`src/rtl/fp_addsub_issue.sv`:
```
// Issue/retire stage around a combinational FP32 adder: buffers operand pairs,
// drives x1/x2 for a fixed settle window, then captures x3 with special-case handling.
module fp_addsub_issue #(
    parameter int DEPTH  = 4,
    parameter int SETTLE = 2
) (
    input  logic        clk,
    input  logic        rst,
    input  logic        in_valid,
    output logic        in_ready,
    input  logic [31:0] in_a,
    input  logic [31:0] in_b,
    input  logic        in_sub,
    output logic [31:0] x1,
    output logic [31:0] x2,
    input  logic [31:0] x3,
    output logic        out_valid,
    input  logic        out_ready,
    output logic [31:0] out_result,
    output logic [3:0]  out_flags,
    output logic        busy
);

    localparam int AW    = (DEPTH > 1) ? $clog2(DEPTH) : 1;
    localparam int CNT_W = $clog2(SETTLE + 1);

    localparam logic [1:0] ST_IDLE   = 2'd0;
    localparam logic [1:0] ST_SETTLE = 2'd1;
    localparam logic [1:0] ST_HOLD   = 2'd2;

    localparam logic [31:0] QNAN = 32'h7FC0_0000;

    // Operand FIFO: {sub, a, b} per entry
    logic [64:0]      mem [DEPTH];
    logic [AW-1:0]    wr_ptr_reg;
    logic [AW-1:0]    rd_ptr_reg;
    logic [AW:0]      count_reg;
    logic             fifo_full;
    logic             fifo_empty;
    logic             push;
    logic             pop;
    logic [64:0]      head;

    logic [1:0]       state_reg;
    logic [CNT_W-1:0] cnt_reg;
    logic [31:0]      x1_reg;
    logic [31:0]      x2_reg;
    logic             out_valid_reg;
    logic [31:0]      out_result_reg;
    logic [3:0]       out_flags_reg;

    assign fifo_full  = (count_reg == (AW+1)'(DEPTH));
    assign fifo_empty = (count_reg == '0);
    assign in_ready   = !fifo_full && !rst;
    assign push       = in_valid && in_ready;
    assign head       = mem[rd_ptr_reg];

    // A new operation is loaded straight from IDLE, or on the retiring handshake in HOLD
    assign pop = !fifo_empty &&
                 ((state_reg == ST_IDLE) ||
                  (state_reg == ST_HOLD && out_valid_reg && out_ready));

    always_ff @(posedge clk) begin
        if (push) begin
            mem[wr_ptr_reg] <= {in_sub, in_a, in_b};
        end
    end

    always_ff @(posedge clk or posedge rst) begin
        if (rst) begin
            wr_ptr_reg <= '0;
            rd_ptr_reg <= '0;
            count_reg  <= '0;
        end else begin
            if (push) begin
                wr_ptr_reg <= wr_ptr_reg + 1'b1;
            end
            if (pop) begin
                rd_ptr_reg <= rd_ptr_reg + 1'b1;
            end
            case ({push, pop})
                2'b10:   count_reg <= count_reg + 1'b1;
                2'b01:   count_reg <= count_reg - 1'b1;
                default: count_reg <= count_reg;
            endcase
        end
    end

    // Special-case classification on the operands actually presented to the adder
    logic        x1_nan;
    logic        x2_nan;
    logic        x1_inf;
    logic        x2_inf;
    logic [31:0] cap_result;
    logic [3:0]  cap_flags;

    assign x1_nan = (x1_reg[30:23] == 8'hFF) && (x1_reg[22:0] != 23'd0);
    assign x2_nan = (x2_reg[30:23] == 8'hFF) && (x2_reg[22:0] != 23'd0);
    assign x1_inf = (x1_reg[30:23] == 8'hFF) && (x1_reg[22:0] == 23'd0);
    assign x2_inf = (x2_reg[30:23] == 8'hFF) && (x2_reg[22:0] == 23'd0);

    always_comb begin
        cap_result = x3;
        cap_flags  = {1'b0, (x3[30:23] == 8'hFF), (x3[30:0] == 31'd0), 1'b0};
        if (x1_nan || x2_nan) begin
            cap_result = QNAN;
            cap_flags  = 4'b1000;
        end else if (x1_inf && x2_inf && (x1_reg[31] != x2_reg[31])) begin
            cap_result = QNAN;
            cap_flags  = 4'b1001;
        end else if (x1_inf) begin
            cap_result = x1_reg;
            cap_flags  = 4'b0100;
        end else if (x2_inf) begin
            cap_result = x2_reg;
            cap_flags  = 4'b0100;
        end
    end

    always_ff @(posedge clk or posedge rst) begin
        if (rst) begin
            state_reg      <= ST_IDLE;
            cnt_reg        <= '0;
            x1_reg         <= '0;
            x2_reg         <= '0;
            out_valid_reg  <= 1'b0;
            out_result_reg <= '0;
            out_flags_reg  <= '0;
        end else begin
            case (state_reg)
                ST_IDLE: begin
                    if (!fifo_empty) begin
                        state_reg <= ST_SETTLE;
                    end
                end
                ST_SETTLE: begin
                    if (cnt_reg > CNT_W'(1)) begin
                        cnt_reg <= cnt_reg - 1'b1;
                    end else begin
                        out_result_reg <= cap_result;
                        out_flags_reg  <= cap_flags;
                        out_valid_reg  <= 1'b1;
                        state_reg      <= ST_HOLD;
                    end
                end
                ST_HOLD: begin
                    if (out_valid_reg && out_ready) begin
                        out_valid_reg <= 1'b0;
                        state_reg     <= fifo_empty ? ST_IDLE : ST_SETTLE;
                    end
                end
                default: state_reg <= ST_IDLE;
            endcase

            // Subtract is folded into a sign flip of the second operand
            if (pop) begin
                x1_reg  <= head[63:32];
                x2_reg  <= head[64] ? {~head[31], head[30:0]} : head[31:0];
                cnt_reg <= CNT_W'(SETTLE);
            end
        end
    end

    assign x1         = x1_reg;
    assign x2         = x2_reg;
    assign out_valid  = out_valid_reg;
    assign out_result = out_result_reg;
    assign out_flags  = out_flags_reg;
    assign busy       = (state_reg != ST_IDLE) || !fifo_empty;

endmodule

```
`config.mk`:
```
export PLATFORM = sky130hd
export DESIGN_NAME = fp_addsub_issue
export DESIGN_NICKNAME = d
export VERILOG_FILES = /design/src/rtl/fp_addsub_issue.sv
export SDC_FILE = /design/constraint.sdc
export NUM_CORES = 1
export LEC_CHECK = 0
export ABC_AREA = 0
export ABC_CLOCK_PERIOD_IN_PS = 4700
export BUFFER_PORTS_ARGS = -buffer_cell sky130_fd_sc_hd__buf_4
export CORE_UTILIZATION = 51
export CTS_BUF_LIST = sky130_fd_sc_hd__clkbuf_2
export DETAILED_ROUTE_END_ITERATION = 10
export HOLD_SLACK_MARGIN = 0.12
export PLACE_DENSITY_LB_ADDON = 0.25
export SYNTH_ARGS = -nofsm -noshare
export SYNTH_HDL_FRONTEND = slang
export SYNTH_SLANG_ARGS = --single-unit
```
`constraint.sdc`:
```
create_clock -name clk -period 4.7 [get_ports clk]
set_input_delay 0.47 -clock clk [delete_from_list [all_inputs] [get_ports clk]]
set_output_delay 0.47 -clock clk [all_outputs]
set_load 0.01 [all_outputs]
```
---- Word-level counts from Yosys, hierarchy flattened ----
Memory sizes are Yosys's and may differ from the RTL's.
Cells that the tools add are included.
word-level totals
  flip-flop bits (word level) ............. 112
  memory bits (writable) .................. 260
  input bits .............................. 101
  output and inout port bits .............. 103
  word-level logic and storage cells ...... 88
  memories ................................ 1
memory list
  memory  words  bits a word  rd ports  clocked after Yosys merged registers in  write ports  RTL line  source
  mem     4      65           1         0                                        1            34        logic [64:0] mem [DEPTH];
cells by class
  $add $sub $neg .......................... 5
  magnitude comparators ................... 1
  equal/unequal tests ..................... 12
  mux-type cells .......................... 23
  bitwise operators ....................... 2
  reduce and logical (&&, ||, !) cells .... 34
operators with widths
  operator               number
  $mux W32               5
  $logic_not A23 Y1      2
  $reduce_bool A23 Y1    2
  $logic_not A31 Y1      1
  $eq A8 B8 Y1 const B   3
  $logic_and A1 B1 Y1    12
  $mux W2                6
  $reduce_bool A2 Y1     5
  $mux W4                2
  $mux W3                2
  $pmux W2 S3            1
  $pmux W3 S2            1
  $reduce_and A3 Y1      2
  $mux W1                5
  $add A2 B1 Y2 const B  2
  $eq A2 B1 Y1 const B   2
  $eq A2 B2 Y1 const B   2
  $ne A2 B2 Y1 const B   2
  $reduce_and A2 Y1      2
  $add A3 B1 Y3 const B  1
  $eq A3 B3 Y1 const B   1
  $logic_not A1 Y1       3
  $logic_not A3 Y1       1
  $logic_or A1 B1 Y1     3
  other kinds (8)        9

---- Longest topological paths before layout ----
Gate-level depths: netlist of run 1.
  word-level depth ........................ 7
  mapped depth ............................ 9
  gate-level depth less buffers ........... 9

---- Least setup slack after synthesis of run 1 ----
No wires, ideal clock.
  path kind ............................... flip-flop to flip-flop
  from .................................... register count_reg[0]
  to ...................................... memory mem[0][0] (enable)
  setup time .............................. 430 ps
  arrival time ............................ 2,467 ps
  required time ........................... 4,270 ps
  path slack .............................. 1,802 ps
  stages on the path, launching flop included .. 4
  path buffers ............................ 0
  clock period less this slack ............ 2,898 ps
  cells stage by stage .................... dfrtp_1 -> nor2_1 -> a21oi_1 -> and3_1
between the ends
  word-level cells in the longest chain between the ends .. 6
RTL lines
  what                           RTL line  source
  start, declared                37        logic [AW:0] count_reg;
  start signal, assigned         82        2'b10: count_reg <= count_reg + 1'b1;
  start signal, assigned         83        2'b01: count_reg <= count_reg - 1'b1;
  start signal, assigned         84        default: count_reg <= count_reg;
  $eq A3 B3 Y1                   52        assign fifo_full = (count_reg == (AW+1)'(DEPTH));
  $logic_not A1 Y1               54        assign in_ready = !fifo_full && !rst;
  $logic_and A1 B1 Y1            54
  net in_ready                   10        output logic in_ready,
  $logic_and A1 B1 Y1            55        assign push = in_valid && in_ready;
  $mux W1                        64        if (push) begin
  $mux W1 (implied by the code)  65        mem[wr_ptr_reg] <= {in_sub, in_a, in_b};
  end, declared                  34
The timed path passes the listed nets, and every way through them passes these cells.

---- Final worst setup path of run 1 ----
  from .................................... register cnt_reg[1]
  to ...................................... register out_flags_reg[1], in the netlist out_flags[1]
between the ends
  word-level cells in the longest chain between the ends .. 3
RTL lines
  what                         RTL line  source
  start, declared              45        logic [CNT_W-1:0] cnt_reg;
  start signal, assigned       138       cnt_reg <= cnt_reg - 1'b1;
  start signal, assigned       159       cnt_reg <= CNT_W'(SETTLE);
  $gt A2 B1 Y1                 137       if (cnt_reg > CNT_W'(1)) begin
  $not A1 Y1 (no line)         --
  $reduce_and A2 Y1 (no line)  --
  end signal, assigned         141       out_flags_reg <= cap_flags;
  end, declared                50        logic [3:0] out_flags_reg;
Every way passes these cells.
A chain may end at the register's enable or synchronous reset.

==> flow_summary.ini, run 1 <==
[clock_tree]
cts_tree = done
insertion_delay_ns = 0.84
clkTransAtPathRegs_ns = 0.12
ctsRootBufferMaster = clkbuf_2
ctsLongestPathBuffers = 3
cts_sinks = 372
cts_buffers = 92
cts_max_level = 3

[power_and_ir_drop]
power_density_nw_per_um2 = 586
total_power_mw = 10.4
power.leakage_nw = 6.83
peakVddDrop_v = 0.000315

[floorplanning]
std_cell_rows = 60
fp.dieH_um = 168
io_pins = 204
die_area_um2 = 28100
core-area_um2 = 27000
fp.dieW_um = 168
start_util = 0.519

[layout]
top_register = mem
seqCellArea_um2 = 10600
final.fill_count = 1893
finalNetCount = 1157
largest_register_ffs = 260
drive_gt1_frac = 0.452
multi_input_area_um2 = 3230
area_growth_pct = 27.1
design_area_um2 = 17800

[synthesis]
ys_ff_latch = 372
synthCells = 673
syn_nets = 781
yosysSeqAreaShare = 0.759
syn_area_um2 = 14000
synthTopCellsByArea = edfxtp_1, dfrtp_1, mux4_2, mux2_2, a22o_1
yosysWarnings = 0
yosysUniqueCellTypes = 42
synth.avg_cell_area_um2 = 20.8
yosysTopAreaCell = edfxtp_1
ys.flop_type = edfxtp_1
synth-edff-count = 260
synth_top_area_frac = 0.559
async_flop_share = 0.301

[drt]
via_count = 7840
first_pass_iters = 4
routed_wl_mm = 29.6
wl_per_cell_um = 20.2
route.detailed.drc = 0
initialDrtViolationCount = 424
ant_nets = 0
vias_per_cell = 5.35

[timing]
finalSetupTns_ns = 0
relSlewSlack = 0.285
slew_viol_final = 0
max_freq_mhz = 396
finalSetupViolations = 0
finClkSkew_ns = 0.0677
layout_min_cycle_time_ns = 2.52
rsz0062_at_grt = no
period_share = 0.537
worst_pin_slew_ns = 1.07
hold_viol = 0
holdWs_ns = 0.362

[critical_path]
r2r_cells = 6
cp-start-kind = flip-flop
cp.depth = 6
worst_path_max_delay_cell = a21o_1
crit_fanout = 33
critical_path_class = reg2reg
crit_top_cell = inv_1
slowest_delay_ns = 0.82
cp.required_ns = 5.40
cp_top_family = compound AO/OA/AOI/OAI gates
crit_arrival_ns = 3.22
crit_chain = inv_1, ha_1, inv_1, a21o_1, o41ai_1, dlygate4sd3_1
endpoint_kind = flip-flop
critPathBufInv = 3

[hold_path]
hold_depth = 2
hold_class = in2reg

[placement]
gp_congestion = 0.740
io_buffers = 203
hpwl_mm = 16.7
place_area_um2 = 15900

[global_routing]
antenna_found_initial = 4
grt_pass1_vias = 8640
grt_pass1_wl_mm = 46.4
track_usage = 0.217
grt_start_max_net_pins = 71
gr-total-overflow = 0

[outcome]
status = complete, no violations

[job]
drv_cap = 0
[placed cells by master, fill, tap and decap left out, types with 2 or more instances in the layout]
| master | netlist | routed |
|---|---|---|
| nand2_1 | 13 | 13 |
| clkinv_1 | 0 | 12 |
| o21ai_1 | 2 | 2 |
| nor4_1 | 17 | 17 |
| inv_1 | 6 | 5 |
| xor2_1 | 4 | 4 |
| dfrtp_1 | 112 | 110 |
| buf_4 | 4 | 209 |
| ha_1 | 6 | 6 |
| nand2b_1 | 3 | 3 |
| mux2_2 | 65 | 65 |
| dlygate4sd3_1 | 0 | 101 |
| bufinv_16 | 0 | 2 |
| diode_2 | 0 | 4 |
| o22a_1 | 8 | 8 |
| a221oi_2 | 2 | 2 |
| a21oi_1 | 3 | 3 |
| o21ai_0 | 2 | 2 |
| nor3_1 | 5 | 5 |
| xnor2_1 | 8 | 8 |
| nor2_1 | 8 | 8 |
| clkbuf_2 | 0 | 146 |
| mux4_2 | 64 | 64 |
| nand4_1 | 9 | 9 |
| nor4_4 | 2 | 2 |
| inv_6 | 0 | 2 |
| dfrtp_4 | 0 | 2 |
| a22o_1 | 22 | 22 |
| and3_4 | 0 | 4 |
| or3_1 | 3 | 3 |
| edfxtp_1 | 260 | 260 |
| nand3b_1 | 2 | 2 |
[report_power, final]
group          leakage [nW]  total, mW  switching (mW)  internal (mW)
Clock                 0.675       2.17            1.23          0.933
Combinational          2.47       3.32            1.41           1.91
Sequential             3.68       4.94           0.663           4.27
Total                  6.83       10.4            3.30           7.12
[what timing repair did]
| action | 4_1_cts | 5_1_grt |
|---|---|---|
| gates resized for setup | 0 | 0 |
| endpoints found under the hold margin | 365 | 0 |
| hold buffers | 101 | 0 |
| buffers inserted | 0 | 0 |
[cell type report]
class	instances	share of cell area
Inverter	6	0.00141
Antenna cell	4	0.000563
Timing Repair Buffer	310	0.145
Clock buffer	146	0.0411
Tap cell	341	0.0240
Clock inverter	20	0.00831
Sequential cell	372	0.598
Multi-Input combinational cell	267	0.182
[worst paths after layout]
| path | start | to | slack, ns |
|---|---|---|---|
| min in group asynchronous | rst | x2[13] | 0.42 |
| worst max-delay path | cnt_reg[1] | out_flags[1] | 2.18 |
| worst min register to register | count_reg[2] | count_reg[2] | 0.51 |
| max in group asynchronous | rst | out_result[15] | 3.08 |
| worst min-delay path | in_a[24] | mem[2][56] | 0.36 |
| worst max register to register | cnt_reg[1] | out_flags[1] | 2.18 |
[worst reg2reg max path: stages (launching register included)]
cell and delay, ns:
dfrtp_1 0.38, inv_1 0.07, ha_1 0.20, inv_1 0.08
a21o_1 0.82, o41ai_1 0.22, dlygate4sd3_1 0.62
[cell families (layout without fill, tap and decap cells)]
logic type,after synthesis,in the layout,share of synthesized area
XOR/XNOR,12,12,0.00752
other,0,4,0
buffers and inverters,34,482,0.0116
adder cells (fa/ha/maj),7,7,0.00680
flip-flops,372,372,0.759
AO/OA/AOI/OAI,46,46,0.0278
multiplexers,129,129,0.155
AND/OR/NAND/NOR,73,73,0.0317
[metal layers]
metal | wire length (um) | track usage | up-vias
met4 | 414 | 0.0718 | 0
met1 | 12400 | 0.270 | 3989
li1 | - | - | 3545
met2 | 15000 | 0.373 | 280
met5 | 0 | 0 | -
met3 | 1780 | 0.0544 | 26
[cell usage after synthesis (8+ instances only)]
cell type,count
nand2_1,13
nand4_1,9
edfxtp_1,260
clkbuf_1,8
a22o_1,22
mux2_2,65
nor4_1,17
dfrtp_1,112
o22a_1,8
xnor2_1,8
buf_2,16
mux4_2,64
nor2_1,8
[per-stage QoR]
step	utilization	setup WS, ns	std cells
detailed placement	0.589	2.30	1195
finish	0.659	2.18	1466
global placement	0.589	2.36	1195
CTS	0.659	2.11	1462
floorplan	-	1.27	673
global route	0.659	2.00	1466
Note: power is estimated with default switching activity, not from simulation.
==> run 2, diff against run 1 <==
--- a/config.mk
+++ b/config.mk
@@ -5,8 +5,8 @@
 export SDC_FILE = /design/constraint.sdc
 export NUM_CORES = 1
 export LEC_CHECK = 0
-export ABC_AREA = 0
-export ABC_CLOCK_PERIOD_IN_PS = 4700
+export ABC_AREA = 1
+export ABC_CLOCK_PERIOD_IN_PS = 2600
 export BUFFER_PORTS_ARGS = -buffer_cell sky130_fd_sc_hd__buf_4
 export CORE_UTILIZATION = 51
 export CTS_BUF_LIST = sky130_fd_sc_hd__clkbuf_2
==> constraint.sdc (replaced) <==
create_clock -name clk -period 2.6 [get_ports clk]
set_input_delay 0.26 -clock clk [delete_from_list [all_inputs] [get_ports clk]]
set_output_delay 0.26 -clock clk [all_outputs]
set_load 0.01 [all_outputs]
==> run 2 against run 1 <==
- count of clock-buffer cells in the layout is 11 lower
- wire length is 22% higher
- critical endpoint is now busy
- clock power is 80% higher
- via count is 39% higher
- non-clock buffer count is 88 higher
- die area is 4.6% higher
- sequential share of layout area is 4.4 points lower
- cell area is 7.9% higher
- combinational power is 120% higher
==> flow_summary.ini, run 2 <==
[global_routing]
grt_start_max_net_pins = 74
antenna_found_initial = 2
track_usage = 0.249
grt_pass1_wl_mm = 56.0
grt_pass1_vias = 10900
gr-total-overflow = 0

[clock_tree]
clkTransAtPathRegs_ns = 0.11
cts_tree = done
cts_sinks = 372
cts_buffers = 90
postCtsSetupBuffers = 0
cts_resized = 0
ctsLongestPathBuffers = 3
cts_max_level = 3
insertion_delay_ns = 0.89
cts_hold_buf = 164
ctsRootBufferMaster = clkbuf_2

[synthesis]
syn_area_um2 = 14600
synth.most_common_cell = edfxtp_1
synthTopCellsByArea = edfxtp_1, dfrtp_1, nand2_1, nor2_1, o21ai_0
syn_nets = 1321
yosysSeqAreaShare = 0.725
synth.avg_cell_area_um2 = 12.1
yosysTopAreaCell = edfxtp_1
synthCells = 1213
yosysUniqueCellTypes = 39
async_flop_share = 0.301
synthTopCellsByCount = edfxtp_1, nand2_1, nor2_1
yosysWarnings = 0
ys.flop_type = edfxtp_1
ys_ff_latch = 372
synth-edff-count = 260
synth_top_area_frac = 0.534

[floorplanning]
io_pins = 204
fp.dieH_um = 171
die_area_um2 = 29400
std_cell_rows = 61
start_util = 0.522
fp.dieW_um = 171
core-area_um2 = 28000

[outcome]
status = complete, no violations

[layout]
finalNetCount = 1745
top_register = mem
drive_gt1_frac = 0.251
area_growth_pct = 31.1
layout_common_cells = edfxtp_1, nand2_1, buf_4, nor2_1, dlygate4sd3_1
instances_no_fill = 2094
mostFrequentLayoutCell = edfxtp_1
post-route-util = 0.685
largest_register_ffs = 260

[drt]
routed_wl_mm = 36.0
first_pass_iters = 4
route.detailed.drc = 0
initialDrtViolationCount = 762
wl_per_cell_um = 17.2
ant_nets = 0
vias_per_cell = 5.20
via_count = 10900

[timing]
max_freq_mhz = 462
layout_min_cycle_time_ns = 2.16
worst_pin_slew_ns = 0.918
finalSetupViolations = 0
hold_viol = 0
period_share = 0.832
relSlewSlack = 0.388
finClkSkew_ns = 0.0938
rsz0062_at_grt = no
slew_viol_final = 0

[job]
drv_cap = 0

[critical_path]
rrSetupSlack_ns = 0.45
cp-start-kind = flip-flop
critical_path_class = reg2out
cp.required_ns = 2.34
crit_arrival_ns = 1.90
endpoint_kind = output port
crit_fanout = 4

[placement]
gp_congestion = 0.800
place_inst = 1759
io_buffers = 203
hpwl_mm = 20.8

[hold_path]
hold_class = in2reg

[power_and_ir_drop]
peakVddDrop_v = 0.000582
power_density_nw_per_um2 = 1030
power.leakage_nw = 7.84
run 2: changes by cell type after synthesis, moves of 18 or more:
cell	delta
inv_1	+18
clkbuf_1	+22
mux2_2	-64
o21ai_0	+137
a22o_1	-22
o22ai_1	+65
mux4_2	-64
nor2_1	+179
nand2_1	+221
run 2: routing by layer:
metal / share of wire / wire length (um) / track usage
met1: 0.43 / 15300 / 0.322
met2: 0.48 / 17500 / 0.411
met3: 0.070 / 2540 / 0.0548
met4: 0.019 / 685 / 0.0955
met5: 0 / 0 / 0
run 2: kinds of logic (layout without fill, tap and decap cells):
family | after synthesis | after routing | synth area share
AO/OA/AOI/OAI | 262 | 262 | 0.101
XOR/XNOR | 8 | 8 | 0.00479
adder cells (fa/ha/maj) | 7 | 7 | 0.00650
buffers and inverters | 97 | 598 | 0.0311
flip-flops | 372 | 372 | 0.725
multiplexers | 1 | 1 | 0.000770
other | 0 | 2 | 0
AND/OR/NAND/NOR | 466 | 466 | 0.131
run 2: layout make-up:
cell class | instances | area [um^2]
diodes | 2 | 5.00
clock buffers | 135 | 676
clock inverters | 34 | 199
fillers | 2052 | 8830
inverters | 31 | 133
multi-input cells | 744 | 3590
flip-flops and latches | 372 | 10600
well taps | 378 | 473
repair buffers | 398 | 3490
run 2: worst paths after layout:
| path | from | to | cells after the start |
|---|---|---|---|
| worst min register to register | out_result[20] | out_result[20] | 2 |
| worst max register to register | x2[26] | out_result[31] | 7 |
| worst max-delay path | count_reg[0] | busy | 3 |
| min in group asynchronous | rst | x2[18] | 4 |
| worst min-delay path | in_b[1] | mem[0][1] | 2 |
| max in group asynchronous | rst | out_result[15] | 6 |
run 2: stage by stage:
stage / total power, mW / instance area [um^2] / setup slack (ns) / hold slack [ns] / TNS (ns)
finish: 19.8 / 19200 / 0.437 / 0.183 / 0
global route: 21.2 / 19200 / 0.209 / 0.123 / 0
CTS: 19.9 / 19200 / 0.316 / 0.122 / 0
detailed placement: 15.8 / 16700 / 0.549 / 0.355 / 0
global placement: 15.6 / 16700 / 0.630 / 0.354 / 0
floorplan: 12.8 / 14600 / -0.549 / 0.359 / -142.63
run 2: worst max-delay path, cell delays in order (launching register included):
cell,delay [ns]
dfrtp_1,0.45
nor3_1,0.31
nand3_1,0.12
buf_4,0.17
run 2: report_power, final:
group	switching (mW)	internal (mW)
registers	0.801	7.67
clock network	2.30	1.60
logic	4.52	2.88
total	7.62	12.2
==> run 3, diff against run 2 <==
--- a/config.mk
+++ b/config.mk
@@ -5,8 +5,8 @@
 export SDC_FILE = /design/constraint.sdc
 export NUM_CORES = 1
 export LEC_CHECK = 0
-export ABC_AREA = 1
-export ABC_CLOCK_PERIOD_IN_PS = 2600
+export ABC_AREA = 0
+export ABC_CLOCK_PERIOD_IN_PS = 2000
 export BUFFER_PORTS_ARGS = -buffer_cell sky130_fd_sc_hd__buf_4
 export CORE_UTILIZATION = 51
 export CTS_BUF_LIST = sky130_fd_sc_hd__clkbuf_2
==> constraint.sdc (replaced) <==
create_clock -name clk -period 2 [get_ports clk]
set_input_delay 0.2 -clock clk [delete_from_list [all_inputs] [get_ports clk]]
set_output_delay 0.2 -clock clk [all_outputs]
set_load 0.01 [all_outputs]
==> run 3 against run 2 <==
- non-clock buffer count rose by 38
- via count fell by 23%
- setup slack got worse by 0.42 ns
- sequential share of layout area fell by 0.098 points
- utilization rose by 2.9 points
- die area fell by 4.4%
==> flow_summary.ini, run 3 (synthesized netlist as in run 1, its figures left out) <==
[critical_path]
critical_path_class = reg2out
cp_top_family = flip-flops
r2r_cells = 9
crit_arrival_ns = 1.78
cp.depth = 4
crit_fanout = 4
endpoint_kind = output port
cp-start-kind = flip-flop
reg2reg_to = count_reg[2]
critPathBufInv = 2
worst_path_max_delay_cell = dfrtp_2
cp.required_ns = 1.80
timing.rr.start = count_reg[1]
rrSetupSlack_ns = 0.05
slowest_delay_ns = 0.46
crit_chain = nor2_2, a21oi_2, buf_6, buf_6
crit_top_cell = buf_6

[outcome]
status = complete, no violations

[drt]
initialDrtViolationCount = 473
ant_nets = 0
route.detailed.drc = 0
routed_wl_mm = 32.1
wl_per_cell_um = 20.2
first_pass_iters = 5
via_count = 8420
vias_per_cell = 5.30

[timing]
finClkSkew_ns = 0.0867
finalSetupViolations = 0
rsz0062_at_grt = yes
layout_min_cycle_time_ns = 1.98
max_freq_mhz = 504
hold_viol = 0
relSlewSlack = 0.599
worst_pin_slew_ns = 0.600
period_share = 0.991
slew_viol_final = 0

[layout]
seqCellArea_um2 = 10600
largest_register_ffs = 260
mostFrequentLayoutCell = edfxtp_1
top_register = mem
instances_no_fill = 1589
finalNetCount = 1281
multi_input_area_um2 = 3310
layout_common_cells = edfxtp_1, buf_4, dlygate4sd3_1, clkbuf_2, dfrtp_1
final.fill_count = 1731
area_growth_pct = 37.5
drive_gt1_frac = 0.440

[power_and_ir_drop]
clkPwrFrac = 0.192
power_density_nw_per_um2 = 1320
p_seq_frac = 0.444
combPwrFrac = 0.364
peakVddDrop_v = 0.000772
switching_share = 0.321
total_power_mw = 25.3
p_sw_mw = 8.11
intPower_mw = 17.2
power.leakage_nw = 7.42

[placement]
place_inst = 1222
io_buffers = 203
gp_congestion = 0.747
hpwl_mm = 18.8

[hold_path]
hold_class = in2reg
whs_endpoint = state_reg[1]
hold_depth = 5
hp-start = out_ready

[floorplanning]
std_cell_rows = 60
core-area_um2 = 27000
start_util = 0.519
io_pins = 204
die_area_um2 = 28100
fp.dieW_um = 168
fp.dieH_um = 168

[clock_tree]
cts_tree = done
ctsLongestPathBuffers = 3
ctsRootBufferMaster = clkbuf_2
cts_max_level = 3
clkTransAtPathRegs_ns = 0.11
cts_sinks = 372
insertion_delay_ns = 0.87
cts_buffers = 90

[global_routing]
grt_pass1_vias = 9243
track_usage = 0.235
grt_start_max_net_pins = 44
grt_pass1_wl_mm = 49.9
antenna_found_initial = 3
gr-total-overflow = 0

[job]
drv_cap = 0
[run 3: how the worst max path moves through the flow]
| stage | startpoint | endpoint | slack [ns] |
|---|---|---|---|
| final | count_reg[1] | in_ready | 0.02 |
| after global routing | count_reg[1] | in_ready | -0.12 |
| after CTS | count_reg[1] | in_ready | -0.05 |
| after detailed placement | x2[6] | out_result[31] | -0.05 |
| after global placement | x2[6] | out_result[31] | 0.002 |
| after floorplan | count_reg[0] | mem[0][0] | -0.07 |
[run 3: layout make-up]
type / instances / share of cell area
diodes: 2 / 0.000260
clock buffers: 141 / 0.0367
clock inverters: 24 / 0.00651
inverters: 6 / 0.00137
multi-input cells: 267 / 0.172
flip-flops and latches: 372 / 0.553
well taps: 341 / 0.0222
repair buffers: 436 / 0.208
[run 3: layer usage]
| layer | vias to the layer above | track usage | wire length, um |
|---|---|---|---|
| met3 | 47 | 0.0659 | 2110 |
| li1 | 3798 | - | - |
| met4 | 2 | 0.0770 | 503 |
| met1 | 4285 | 0.282 | 12700 |
| met2 | 288 | 0.411 | 16800 |
| met5 | - | 0 | 10 |
[run 3: through the flow]
step                      TNS, ns  utilization  hold slack (ns)  cell area [um^2]  setup slack (ns)
after floorplan            -18.09            -            0.299             14000           -0.0694
after global placement          0        0.605            0.303             16300           0.00184
after detailed placement  -0.0523        0.605            0.311             16300           -0.0523
after CTS                 -0.0820        0.710            0.131             19100           -0.0471
after global routing       -0.427        0.713            0.156             19200            -0.125
final                           0        0.713            0.234             19200            0.0171
[run 3: what timing repair did]
item | CTS | global route
setup buffers | 3 | 2
pin swaps | 3 | 9
gates resized for setup | 7 | 13
hold buffers | 195 | 0
endpoints found under the setup margin | 5 | 12
endpoints found under the hold margin | 675 | 0
[run 3: power by group through the flow]
| stage | Combinational [mW] | Clock, mW | Sequential [mW] |
|---|---|---|---|
| after CTS | 9.19 | 5.03 | 11.2 |
| after floorplan | 4.84 | 0 | 11.5 |
| after global routing | 9.81 | 5.42 | 11.4 |
| after detailed placement | 8.78 | 0 | 11.3 |
| final | 9.21 | 4.86 | 11.2 |
| after global placement | 8.69 | 0 | 11.2 |
[run 3: worst reg2reg max path, delay by kind of cell, from the launching register on]
kind,cells,cell delay [ns]
adders and majority gates,2,0.53
DFF,1,0.44
and+or+nand+nor,3,0.39
xor gates and xnor gates,2,0.30
AOI/OAI and AO/OA,1,0.18
buffers and inverters,1,0.04
